## config.mk

```make
export PLATFORM = sky130hd
export DESIGN_NAME = mem_access_unit
export DESIGN_NICKNAME = d
export VERILOG_FILES = /design/src/rtl/mem_access_unit.sv
export SDC_FILE = /design/constraint.sdc
export NUM_CORES = 1
export LEC_CHECK = 0
export ABC_CLOCK_PERIOD_IN_PS = 5300
export BUFFER_PORTS_ARGS = -buffer_cell sky130_fd_sc_hd__buf_4
export CORE_AREA = 2 2 287 502
export DETAILED_ROUTE_END_ITERATION = 6
export DIE_AREA = 0 0 289 504
export SETUP_SLACK_MARGIN = 0.5
export SLEW_MARGIN = 20
export SYNTH_ARGS = -nofsm -noshare
export SYNTH_HDL_FRONTEND = slang
export SYNTH_SLANG_ARGS = --single-unit
```

## constraint.sdc

```tcl
create_clock -name clk -period 5.3 [get_ports clk]
set_input_delay 0.265 -clock clk [delete_from_list [all_inputs] [get_ports clk]]
set_output_delay 0.265 -clock clk [all_outputs]
set_load 0.01 [all_outputs]
```

## src/rtl/mem_access_unit.sv

```systemverilog
// Data-memory stage: one load/store outstanding, fixed MEM_LAT access latency.
// Optional feature macro: MEM_ACCESS_CNT_EN adds saturating load/store counters.
module mem_access_unit #(
  parameter int ADDR_W  = 5,
  parameter int DATA_W  = 32,
  parameter int DEPTH   = 32,
  parameter int MEM_LAT = 2
) (
  input  logic              clk,
  input  logic              rst,
  input  logic              out_load_flag,
  input  logic              out_store_flag,
  input  logic [ADDR_W-1:0] out_1_mem_addr,
  input  logic [DATA_W-1:0] out_1_mem_data,
  output logic [DATA_W-1:0] load_data,
`ifdef MEM_ACCESS_CNT_EN
  output logic [15:0]       load_cnt,
  output logic [15:0]       store_cnt,
`endif
  output logic              mem_in_done,
  output logic              mem_busy,
  output logic              mem_err
);

  typedef enum logic [1:0] {
    IDLE = 2'd0,
    BUSY = 2'd1,
    DONE = 2'd2
  } state_e;

  localparam logic [3:0] LAT_INIT = 4'(MEM_LAT - 1);

  state_e              state_q;
  logic [3:0]          lat_cnt_q;
  logic                is_store_q;
  logic [ADDR_W-1:0]   addr_q;
  logic [DATA_W-1:0]   data_q;
  logic [DATA_W-1:0]   load_data_q;
  logic                done_q;
  logic                busy_q;
  logic                err_q;
  logic [DATA_W-1:0]   mem_q [DEPTH];

  logic accept_d;
  logic both_d;

  assign accept_d = out_load_flag ^ out_store_flag;
  assign both_d   = out_load_flag & out_store_flag;

  // Request FSM, memory array and registered handshake outputs
  always_ff @(posedge clk) begin
    if (rst) begin
      state_q     <= IDLE;
      lat_cnt_q   <= '0;
      is_store_q  <= 1'b0;
      addr_q      <= '0;
      data_q      <= '0;
      load_data_q <= '0;
      done_q      <= 1'b0;
      busy_q      <= 1'b0;
      err_q       <= 1'b0;
      for (int i = 0; i < DEPTH; i++) begin
        mem_q[i] <= '0;
      end
    end else begin
      err_q <= 1'b0;
      unique case (state_q)
        IDLE: begin
          if (accept_d) begin
            is_store_q <= out_store_flag;
            addr_q     <= out_1_mem_addr;
            data_q     <= out_1_mem_data;
            lat_cnt_q  <= LAT_INIT;
            busy_q     <= 1'b1;
            state_q    <= BUSY;
          end else if (both_d) begin
            err_q <= 1'b1;
          end
        end
        BUSY: begin
          if (lat_cnt_q == 4'd0) begin
            if (is_store_q) begin
              mem_q[addr_q] <= data_q;
            end else begin
              load_data_q <= mem_q[addr_q];
            end
            busy_q  <= 1'b0;
            done_q  <= 1'b1;
            state_q <= DONE;
          end else begin
            lat_cnt_q <= lat_cnt_q - 4'd1;
          end
        end
        DONE: begin
          done_q  <= 1'b0;
          state_q <= IDLE;
        end
        default: state_q <= IDLE;
      endcase
    end
  end

  assign load_data   = load_data_q;
  assign mem_in_done = done_q;
  assign mem_busy    = busy_q;
  assign mem_err     = err_q;

`ifdef MEM_ACCESS_CNT_EN
  logic [15:0] load_cnt_q;
  logic [15:0] store_cnt_q;
  logic        fin_d;

  assign fin_d = (state_q == BUSY) && (lat_cnt_q == 4'd0);

  // Saturating completion counters, bumped on the edge that raises done
  always_ff @(posedge clk) begin
    if (rst) begin
      load_cnt_q  <= '0;
      store_cnt_q <= '0;
    end else if (fin_d) begin
      if (is_store_q && store_cnt_q != 16'hFFFF) begin
        store_cnt_q <= store_cnt_q + 16'd1;
      end
      if (!is_store_q && load_cnt_q != 16'hFFFF) begin
        load_cnt_q <= load_cnt_q + 16'd1;
      end
    end
  end

  assign load_cnt  = load_cnt_q;
  assign store_cnt = store_cnt_q;
`endif

endmodule

```

==> impl_metrics.ini <==
[power]
combinationalPowerShare_pct = 10.0
seqPwrFrac_pct = 52.1
p_int_uw = 14400
p_sw_uw = 4880
clkPwrFrac_pct = 37.9
powerDensity_nw_per_um2 = 347
p_sw_share_pct = 25.3
vdd_drop_max_uv = 272
power_leakage_uw = 0.0193

[cells_and_area]
final_core_utilization_pct = 39.4
drive_gt1_share_pct = 15.8
fillerInstances = 13100
nets = 3551
areaGrowthSynthToFinish_pct = 12.8
final_area_um2 = 55700

[run_status]
status = finished, final reports clean

[drt]
via_count = 29600
wire_per_inst_um = 30.3
drcViolationCount = 0
first_pass_iters = 5
drtIter0Drc = 3103
wirelength_um = 165000
vias_per_cell = 5.45
ant_nets = 0

[timing]
finClkSkew_ns = 0.0302
holdWs_ns = 0.347
finalCritPeriodShare_pct = 70.3
setup_tns_ns = 0
period_needed_ns = 3.72
hold_viol_final = 0
slew_headroom_pct = 22.8
finalSetupViolCount = 0
clock.fmax_mhz = 269
tightest_slew_ns = 1.16
layout_setup_ws_ns = 1.58
rsz0062_at_grt = false
maxSlewViolCount = 0

[worst_setup_path]
crit_required_ns = 5.64
worstReg2RegStart = lat_cnt_q[0]
reg2reg_to = mem_q[16][25]
path_class = reg -> reg
ff2ff_path_depth = 8
start_kind = flop
crit_end = mem_q[16][25]
reg2reg_slack_ns = 1.58
cp.arrival_ns = 4.07
setup.worst_path.start = lat_cnt_q[0]
setup.worst_path.end_class = flop
crit_fanout = 33

[logic_synthesis]
synth_area_um2 = 49400
yosysWarningCount = 0
synth-edff-count = 1024
avgSynthCellArea_um2 = 14.2
ys_seq_area_share_pct = 65.5
syn_nets = 3519
synth_seq_cells = 1103
synth.top_cell.area_share_pct = 62.3
syn_inst = 3475
yosysUniqueCellTypes = 56
async_reset_ff_share_pct = 0
synth_area_leaders = edfxtp_1 62%, and2_1 13%, mux2i_1 5.7%
synth_ff_type = edfxtp_1
yosys.area.top_type = edfxtp_1

[cts]
clk_pin_slew_ns = 0.07
cts-htree-levels = 3
cts-root-buf = clkbuf_16
numClockSinks = 1103
cts_resized = 0
cts.path.max_buffers = 3
cts_buffers = 95
cts_tree = done
clk_latency_ns = 0.73

[global_routing]
grt_max_degree = 79
antenna_found_initial = 12
grt_overflow = 0
grt_pass1_vias = 29900
grt_pass1_wl_um = 229000
grt.total_usage_pct = 22.5

[placement]
io_buffers = 75
place_ws_ns = 1.58
placed_area_um2 = 52000
gp_congestion = 0.890
dp_hpwl_um = 106000

[floorplanning]
ios = 76
core_um2 = 142000
dieArea_um2 = 146000
die_h_um = 504
fp-row-count = 183
die_x_um = 289
start_util_pct = 34.9

[worst_hold_path]
hold_depth = 4
hp-class = in -> reg

[flow_run]
max_cap_viol_count = 0
## how the worst min path moves through the flow
stage	start	endpoint
2_1_floorplan	out_store_flag	is_store_q
3_3_place_gp	mem_busy	mem_busy
3_5_place_dp	mem_in_done	mem_in_done
4_1_cts	out_1_mem_data[19]	data_q[19]
5_1_grt	out_1_mem_data[18]	data_q[18]
6_report	out_1_mem_data[21]	data_q[21]
## power groups by stage
stage	clock (uW)	combinational (uW)	sequential, uW
3_3_place_gp	0	1880	10200
3_5_place_dp	0	1890	10200
6_report	7320	1930	10100
5_1_grt	7700	2000	10100
4_1_cts	7400	1930	10100
2_1_floorplan	0	1100	10100
## cells in the mapped netlist (all sizes together) (2+ instances only)
cell type,n
or4,10
a311oi,16
o21ai,8
a221oi,17
or3b,2
and2,1029
a22o,9
or2,32
nor4,23
nand3,10
inv,3
nand3b,6
a22oi,23
ha,3
a31o,7
a21oi,57
mux2i,282
o2111a,4
dfxtp,79
mux2,10
o22ai,114
or4b,4
o21bai,3
nor3b,2
edfxtp,1024
nor2b,7
a2111oi,7
nand4b,4
nor2,80
nand2b,6
a211oi,13
and3,3
buf,105
mux4,112
a31oi,4
clkbuf,221
nor3,13
nand2,112
nand4bb,4
## through the flow
stage / cells / total power [uW]
global placement: 5208 / 12100
detailed placement: 5208 / 12100
finish: 5438 / 19300
CTS: 5434 / 19400
floorplan: 3475 / 11200
global route: 5435 / 19800
## final cells by class
class,instances,area [um^2],share of cell area [%]
Antenna cell,4,10.0,0.0180
Clock buffer,121,2610,4.69
Clock inverter,53,572,1.03
Inverter,3,11.3,0.0202
Multi-Input combinational cell,2043,15700,28.2
Sequential cell,1103,32400,58.1
Tap cell,1850,2310,4.16
Timing Repair Buffer,261,2110,3.80
## worst max-delay path: stages, from the launching register on
cell and delay (ns):
dfxtp_1 0.34, inv_1 0.10, ha_1 0.15, nor3b_4 0.26, and4b_1 0.41, or3b_1 0.73
nor2_4 0.21, buf_4 0.34, or2_2 0.77
## layout by cell type (no fill, tap or decap), types with 30 or more instances in the layout
cell / n
a21oi_1: 57
mux4_2: 112
dfxtp_1: 69
mux2i_1: 282
and2_1: 1027
dlygate4sd3_1: 52
nor2_1: 45
nand2_1: 111
buf_4: 207
o22ai_1: 114
or2_2: 30
edfxtp_1: 1024
clkbuf_16: 99
## flip-flops by register name, indices dropped and copies added (netlist names)
name,count
is_store_q,1
state_q,2
mem_err,1
load_data,32
addr_q,5
mem_busy,1
lat_cnt_q,4
data_q,32
mem_in_done,1
mem_q,1024
## per-layer routing
| metal | GRT usage [%] | vias to the layer above | part of all wire (%) |
|---|---|---|---|
| li1 | - | 12700 | - |
| met1 | 24.9 | 15300 | 35 |
| met2 | 40.7 | 1238 | 53 |
| met3 | 3.40 | 388 | 6.2 |
| met4 | 12.8 | 0 | 6.3 |
| met5 | 0 | - | 0 |
## logic make-up after synthesis
| group | after synthesis | share of synthesized area [%] |
|---|---|---|
| AOI/OAI and AO/OA | 282 | 3.83 |
| xor gates and xnor gates | 2 | 0.0355 |
| adders and majority gates | 3 | 0.0761 |
| buffers and inverters | 329 | 3.06 |
| DFF | 1103 | 65.5 |
| muxes | 404 | 11.1 |
| and+or+nand+nor | 1352 | 16.4 |
## repair_timing
action / in CTS / in global routing
setup buffers: 0 / 0
hold buffers: 52 / 0
endpoints found under the hold margin: 41 / 0
No activity file was read; power rests on OpenSTA's default activity.
